### src/rtl/ps2_key_decoder.sv
// rtl/ps2_key_decoder.sv - PS/2 set-2 scancode decoder with held-arrow tracking and event FIFO
module ps2_key_decoder #(
  parameter int FIFO_DEPTH     = 4,
  parameter int TIMEOUT_CYCLES = 2500000,
  parameter int SKIP_BYTES     = 7
) (
  input  logic                          clk,
  input  logic                          resetn,
  input  logic                          key_en,
  input  logic [7:0]                    key_data,
  output logic [7:0]                    keycode,
  output logic                          key_make,
  output logic                          key_ext,
  output logic                          key_strobe,
  output logic [2:0]                    move,
  output logic [9:0]                    ev_data,
  output logic                          ev_valid,
  input  logic                          ev_rd,
  output logic [$clog2(FIFO_DEPTH):0]   ev_count,
  output logic                          overflow
);

  localparam int AW = $clog2(FIFO_DEPTH);
  localparam int CW = AW + 1;
  localparam int TW = $clog2(TIMEOUT_CYCLES + 1);
  localparam int SW = $clog2(SKIP_BYTES + 1);
  localparam logic [TW-1:0] TMO_LAST = TW'(TIMEOUT_CYCLES - 1);

  typedef enum logic [2:0] {IDLE, EXT, BRK, EXT_BRK, SKIP} state_t;

  state_t        state_q, state_d;
  logic [SW-1:0] skip_q, skip_d;
  logic [TW-1:0] tmo_q, tmo_d;
  logic [7:0]    keycode_q;
  logic          key_make_q, key_ext_q, key_strobe_q;
  logic [3:0]    held_q, held_d;
  logic          overflow_q;
  logic [9:0]    mem_q [FIFO_DEPTH];
  logic [AW-1:0] wr_ptr_q, rd_ptr_q;
  logic [CW-1:0] cnt_q, cnt_d;

  logic ev_push, ev_ext, ev_make;
  logic is_e0, is_f0, is_e1;
  logic pop, full, wr_en, drop;

  assign is_e0 = (key_data == 8'hE0);
  assign is_f0 = (key_data == 8'hF0);
  assign is_e1 = (key_data == 8'hE1);

  always_comb begin
    state_d = state_q;
    skip_d  = skip_q;
    tmo_d   = '0;
    ev_push = 1'b0;
    ev_ext  = 1'b0;
    ev_make = 1'b0;
    if (key_en) begin
      if (state_q == SKIP) begin
        skip_d = skip_q - SW'(1);
        if (skip_q <= SW'(1)) begin
          state_d = IDLE;
          skip_d  = '0;
        end
      end else if (is_e1) begin
        state_d = SKIP;
        skip_d  = SW'(SKIP_BYTES);
      end else begin
        unique case (state_q)
          IDLE: begin
            if (is_e0)      state_d = EXT;
            else if (is_f0) state_d = BRK;
            else begin
              ev_push = 1'b1;
              ev_make = 1'b1;
            end
          end
          EXT: begin
            if (is_f0)      state_d = EXT_BRK;
            else if (!is_e0) begin
              ev_push = 1'b1;
              ev_ext  = 1'b1;
              ev_make = 1'b1;
              state_d = IDLE;
            end
          end
          BRK: begin
            if (is_e0)      state_d = EXT_BRK;
            else if (!is_f0) begin
              ev_push = 1'b1;
              state_d = IDLE;
            end
          end
          EXT_BRK: begin
            if (!is_e0 && !is_f0) begin
              ev_push = 1'b1;
              ev_ext  = 1'b1;
              state_d = IDLE;
            end
          end
          default: state_d = IDLE;
        endcase
      end
    end else if (state_q != IDLE) begin
      // A prefix that never gets its final byte is dropped silently.
      if (tmo_q == TMO_LAST) begin
        state_d = IDLE;
        skip_d  = '0;
      end else begin
        tmo_d = tmo_q + TW'(1);
      end
    end
  end

  always_comb begin
    held_d = held_q;
    if (ev_push && ev_ext) begin
      unique case (key_data)
        8'h75:   held_d[0] = ev_make;
        8'h72:   held_d[1] = ev_make;
        8'h6B:   held_d[2] = ev_make;
        8'h74:   held_d[3] = ev_make;
        default: ;
      endcase
    end
  end

  always_comb begin
    move = 3'd0;
    if (held_q[0])      move = 3'd1;
    else if (held_q[1]) move = 3'd2;
    else if (held_q[2]) move = 3'd3;
    else if (held_q[3]) move = 3'd4;
  end

  // A simultaneous pop frees the slot, so a push into a full FIFO still lands.
  assign pop   = ev_rd && (cnt_q != '0);
  assign full  = (cnt_q == CW'(FIFO_DEPTH));
  assign wr_en = ev_push && (!full || pop);
  assign drop  = ev_push && full && !pop;

  always_comb begin
    cnt_d = cnt_q;
    if (wr_en && !pop)      cnt_d = cnt_q + CW'(1);
    else if (pop && !wr_en) cnt_d = cnt_q - CW'(1);
  end

  always_ff @(posedge clk) begin
    if (!resetn) begin
      state_q      <= IDLE;
      skip_q       <= '0;
      tmo_q        <= '0;
      keycode_q    <= '0;
      key_make_q   <= 1'b0;
      key_ext_q    <= 1'b0;
      key_strobe_q <= 1'b0;
      held_q       <= '0;
      overflow_q   <= 1'b0;
      wr_ptr_q     <= '0;
      rd_ptr_q     <= '0;
      cnt_q        <= '0;
      for (int i = 0; i < FIFO_DEPTH; i++) mem_q[i] <= '0;
    end else begin
      state_q      <= state_d;
      skip_q       <= skip_d;
      tmo_q        <= tmo_d;
      held_q       <= held_d;
      key_strobe_q <= ev_push;
      cnt_q        <= cnt_d;
      if (ev_push) begin
        keycode_q  <= key_data;
        key_make_q <= ev_make;
        key_ext_q  <= ev_ext;
      end
      if (wr_en) begin
        mem_q[wr_ptr_q] <= {ev_ext, ev_make, key_data};
        wr_ptr_q        <= wr_ptr_q + AW'(1);
      end
      if (pop) rd_ptr_q <= rd_ptr_q + AW'(1);
      if (drop) overflow_q <= 1'b1;
    end
  end

  assign keycode    = keycode_q;
  assign key_make   = key_make_q;
  assign key_ext    = key_ext_q;
  assign key_strobe = key_strobe_q;
  assign ev_data    = mem_q[rd_ptr_q];
  assign ev_valid   = (cnt_q != '0);
  assign ev_count   = cnt_q;
  assign overflow   = overflow_q;

endmodule

### config.mk
export PLATFORM = sky130hd
export DESIGN_NAME = ps2_key_decoder
export DESIGN_NICKNAME = d
export VERILOG_FILES = /design/src/rtl/ps2_key_decoder.sv
export SDC_FILE = /design/constraint.sdc
export NUM_CORES = 1
export LEC_CHECK = 0
export ABC_AREA = 1
export BUFFER_PORTS_ARGS = -buffer_cell sky130_fd_sc_hd__buf_2
export CAP_MARGIN = 30
export CORE_MARGIN = 5
export CORE_UTILIZATION = 39
export DETAILED_ROUTE_END_ITERATION = 10
export HOLD_SLACK_MARGIN = 0.05
export SYNTH_ARGS = -nofsm -noshare
export SYNTH_HDL_FRONTEND = slang
export SYNTH_SLANG_ARGS = --single-unit
export TNS_END_PERCENT = 100
### constraint.sdc
create_clock -name clk -period 2.4 [get_ports clk]
set_input_delay 0.36 -clock clk [delete_from_list [all_inputs] [get_ports clk]]
set_output_delay 0.36 -clock clk [all_outputs]
set_load 0.01 [all_outputs]
---- Word-level counts from Yosys, hierarchy flattened ----
Memories as Yosys holds them, arrays and structs flattened. A register that Yosys moved wholly into a read port is not among the register bits.
Cells that the tools add are included.
word-level totals
  register bits ........................... 51
  bits in writable memories ............... 40
  bits of input ports ..................... 12
  output and inout port bits .............. 29
  word-level logic and storage cells ...... 123
  memories ................................ 1
memory list
  name   depth  bits a word  rd ports  clocked after memory_dff  write ports  RTL line  text
  mem_q  4      10           1         1                         4            38        logic [9:0] mem_q [FIFO_DEPTH];
operators by class
  add/subtract/negate cells ............... 6
  $lt $le $gt $ge ......................... 1
  equality and inequality tests ........... 19
  muxes and demuxes ....................... 50
  bitwise gates (word level) .............. 2
  reductions and logical operators ........ 29
operators by type and width
  operator               number
  $mux 3                 23
  $eq 8x7->1 const B     4
  $eq 8x8->1 const B     3
  $add 22x1->22 const B  1
  $eq 22x22->1 const B   1
  $mux 1                 19
  $ne 6x6->1 const B     3
  $pmux 3 s4             1
  $mux 10                1
  $reduce_or 10->1       1
  $logic_and 1x1->1      8
  $reduce_and 2->1       4
  $reduce_and 7->1       1
  $eq 3x2->1 const B     2
  $eq 3x3->1 const B     2
  $mux 2                 3
  $reduce_bool 2->1      3
  $reduce_bool 3->1      2
  $sub 3x1->3 const B    2
  $logic_not 1->1        5
  $ne 5x5->1 const B     1
  $add 2x1->2 const B    2
  $pmux 1 s2             2
  $reduce_or 4->1        1
  11 further kinds       12

---- Depth between registers and ports, before layout ----
  depth in word-level cells ............... 14
  mapped depth ............................ 15
  depth with buffers taken out ............ 15

---- Worst setup path after synthesis ----
OpenSTA, ideal clock, no wires.
  kind .................................... input to register
  from .................................... input key_data[3]
  to ...................................... register cnt_q[2], in the netlist ev_count[2]
  setup time .............................. 0.122 ns
  arrival time ............................ 1.963 ns
  data required time ...................... 2.278 ns
  slack ................................... 0.315 ns
  stages on the path ...................... 15
  buffers on the path ..................... 0
  cells stage by stage .................... inv_1 nand2_1 nor2_1 nand2_2 nand2_2 nor2_4 nand2_4 nor2_4 ha_1 inv_1 fa_1 a21oi_1 o21ai_0 o21ai_0 a21oi_1
between the ends
  cells in the longest elaborated chain, start to end .. 12
  elaborated cells between the ends (all ways) .. 21
  those cells by class .................... eq/ne (3); mux (10); reduce/logical (8)
RTL lines
  element                        RTL line  text
  from (decl)                    10        input logic [7:0] key_data,
  $eq 8x8->1 (on tied branches)  46, 47
  $logic_not 1->1                94        if (!is_e0 && !is_f0) begin
  $logic_and 1x1->1              94
  $mux 1                         94
  $pmux 1 s3                     68        unique case (state_q)
  $mux 1 *                       64        end else if (is_e1) begin
  $mux 1 *                       58        if (state_q == SKIP) begin
  $mux 1 *                       57        if (key_en) begin
  $logic_and 1x1->1 *            138       assign wr_en = ev_push && (!full || pop);
  net wr_en                      44        logic pop, full, wr_en, drop;
  $logic_not 1->1                144       else if (pop && !wr_en) cnt_d = cnt_q - CW'(1);
  $logic_and 1x1->1              144
  $reduce_bool 2->1 (no line)    --
  to (signal assigned)           168       cnt_q <= cnt_d;
  to (decl)                      40        logic [CW-1:0] cnt_q, cnt_d;
The timed path passes the listed nets; every way through them passes the cells marked *.
A chain may end at the register's enable or synchronous reset.

---- Worst setup path in the final report ----
  from .................................... register cnt_q[0], in the netlist ev_count[0]
  to ...................................... register cnt_q[2], in the netlist ev_count[2]
between the ends
  cells in the longest elaborated chain, start to end .. 7
  elaborated cells between the ends (all ways) .. 15
  those cells by class .................... add/sub (2); eq/ne (1); mux (2); reduce/logical (10)
RTL lines
  element                                                      RTL line
  $eq 3x3->1 / $reduce_bool 3->1 (equally long branches)       137, 136
  $logic_not 1->1 / $logic_and 1x1->1 (equally long branches)  138, 136
  $logic_or 1x1->1 *                                           138
  $logic_and 1x1->1 *                                          138
  net wr_en                                                    44
  $logic_not 1->1                                              144
  $logic_and 1x1->1                                            144
  $reduce_bool 2->1 (no line)                                  --
The timed path passes the listed nets; every way through them passes the cells marked *. The select of a mux whose other input is x is not followed.

==> reports/qor.txt <==
post-synthesis cell count: 555
Post-synth ARST share: 0%
hold path start: resetn
vias in the first global route: 3,625
IR drop worst, VDD: 0.3694 mV
clock skew: 6.477 ps
area of the multi-input gates: 1896 um2
post-synth top area cell: edfxtp_1
TritonCTS clock tree: yes
CTS Buffer Depth: 2
Hold WC Path Type: input pin to flop
most common cell in the netlist: nor2_1
Synth Register Bits: 93
Final Critical Period: 2065 ps
DP HPWL: 7653 um
part of the cycle the worst path needs: 86.06%
vias per cell: 4.976
Max-Cap Viols: 0
Avg Cell Area, Syn: 8.003 um2
PortBufs: 40
# IOs: 41
Initial Utilization: 39.41%
Die H: 116.7 um
status: complete, no violations
Total GRT Usage: 16.43%
leakage power: 2.060 nW
FF-to-FF setup slack: 330 ps
sequential share of the synthesized area: 50.93%
Max Clk Rate: 484.2 MHz
Inst Count DP: 738
net count of the mapped netlist: 572
Total Neg Setup Slack: 0 ps
TritonCTS Buffers: 9
Worst Reg-to-Reg Cells: 11
mapped cell area: 4442 um2
worst-skew pair later-pin latency: 340 ps
post-place setup slack: 22.29 ps
total vias in the final route: 3,752
row count: 39
Final Hold Vio Count: 0
post-synth top area share: 27.04%
DRT iter0 DRCs: 189
Critical R2R Capture: ev_count[2]
Pre-antenna DRT Iters: 4
post-CTS resize count: 0
WL/cell: 14.10 um
RSZ-0062 raised after global routing: false
largest net degree at the start of global routing: 27
number of setup buffers added after CTS: 0
Synth Flop Type: dfxtp_1
crit path DAT: 2290 ps
number of enable flip-flop cells after synthesis: 40
core area: 11,270 um2
Slew headroom: 60.90%
CP startpoint kind: flop
GR Overflow Total: 0
Max Transition Viols Final: 0
Worst EP required: 2630 ps
Hold EP: key_make
total die area: 13,620 um2
register area: 2262 um2
Crit. End Element: flop
power density cells: 801.2 nW/um2
clock sinks: 93
CTS H-Tree Depth: 3
first-pass GRT wire length: 17,270 um
nets@finish: 623
Setup Viol. Count Final: 0
share of cells above drive strength 1: 16.04%
Netlist cell types: 38
fin worst setup slack: 334.6 ps
Clock Tree Root: clkbuf_16
Clock transition at path regs: 60 ps
# DRC: 0
GP Congestion: 0.8997
Yosys warnings: 0
Area contributors post-synth: edfxtp_1 27%, dfxtp_1 24%, nor2_1 11%
CTS hold repair buffers: 0
Antenna Nets Post-Route: 0
Synth-to-Final Area Change: 15.21%
most common library cells after synthesis: 130 x nor2_1, 81 x nand2_1, 53 x dfxtp_1
fin cells: 754
ant diodes: 0
initial antenna violation count: 0
worst r2r src: ev_count[0]
Tot Pwr: 4.100 mW
worst-path fanout max: 5
crit path kind: flop to flop
Least-Margin Pin Slew: 582.0 ps
Routed WL: 10,630 um
Layout fillers: 1,125
Die Width: 116.7 um
worst hold stages: 3
## registers in the layout, summed over array words and instances, names as in the netlist, named ones only
| signal | flops |
|---|---|
| mem_q | 40 |
| tmo_q | 22 |
| keycode | 8 |
| held_q | 4 |
| ev_count | 3 |
| skip_q | 3 |
| state_q | 3 |
| rd_ptr_q | 2 |
| wr_ptr_q | 2 |
| key_ext | 1 |
| key_make | 1 |
| key_strobe | 1 |
| overflow | 1 |
## worst max-delay path, cell delays in order, from the launching register on
cell	delay, ps
dfxtp_1	410
nor2_1	90
nand3_1	140
inv_1	110
nor2_4	150
ha_1	160
inv_1	70
fa_1	380
a21oi_1	140
o21ai_0	110
o21ai_0	150
a21oi_1	60
## power by group
group	switching, mW	internal [mW]
sequential	0.0936	1.79
combinational	0.595	0.325
clock	0.598	0.695
## cell families (layout without fill, tap and decap cells)
logic type | count (synthesis) | after routing | share of synthesized area (%)
fa+ha+maj | 5 | 5 | 1.578
xor+xnor | 8 | 8 | 1.577
compound gates | 93 | 93 | 11.30
buf+inv | 69 | 125 | 6.394
simple gates | 287 | 287 | 28.23
flops | 93 | 93 | 50.93
## worst max path at each step
stage	start	end	slack [ps]	cells past startpoint
floorplan	key_data[3]	ev_count[2]	320	15
finish	ev_count[0]	ev_count[2]	330	11
detailed placement	key_data[1]	ev_count[2]	20	16
CTS	ev_count[1]	ev_count[2]	320	11
global route	ev_count[1]	ev_count[2]	140	11
global placement	key_data[7]	ev_count[2]	50	15
## layer usage
layer	vias up	share of wire, %	GRT usage (%)
li1	1934	-	-
met1	1739	43	19.90
met2	67	50	27.80
met3	12	5.3	4.301
met4	0	1.8	6.651
met5	-	0	0
## final cells by class
cell class	count	share of cell area, %
Multi-Input combinational cell	393	37.04
Timing Repair Buffer	56	6.259
Clock inverter	5	0.5623
Inverter	53	3.888
Sequential cell	93	44.21
Tap cell	143	3.496
Clock buffer	11	4.548
## layout by cell type (no fill, tap or decap), types with 3 or more instances in the layout
| master | count |
|---|---|
| o21ai_0 | 43 |
| xor2_1 | 4 |
| nand4_1 | 14 |
| nor2_4 | 3 |
| a21oi_1 | 32 |
| or2_2 | 7 |
| buf_2 | 40 |
| o22ai_1 | 10 |
| inv_2 | 3 |
| xnor2_1 | 4 |
| buf_4 | 16 |
| nand3_1 | 19 |
| nor2_2 | 3 |
| ha_1 | 4 |
| nor3_1 | 13 |
| nand2_1 | 81 |
| inv_1 | 50 |
| dfxtp_1 | 53 |
| nor2_1 | 130 |
| nand2_2 | 10 |
| clkbuf_16 | 9 |
| edfxtp_1 | 40 |
## metrics by stage
| stage | cell area [um2] | hold slack (ps) | utilization, % |
|---|---|---|---|
| 3_3_place_gp | 4856 | 429.1 | 43.08 |
| 3_5_place_dp | 4856 | 444.8 | 43.08 |
| 6_report | 5117 | 432.1 | 45.40 |
| 2_1_floorplan | 4442 | 417.5 | - |
| 5_1_grt | 5117 | 464.6 | 45.40 |
| 4_1_cts | 5117 | 427.3 | 45.40 |
Note: power is estimated with default switching activity, not from simulation.
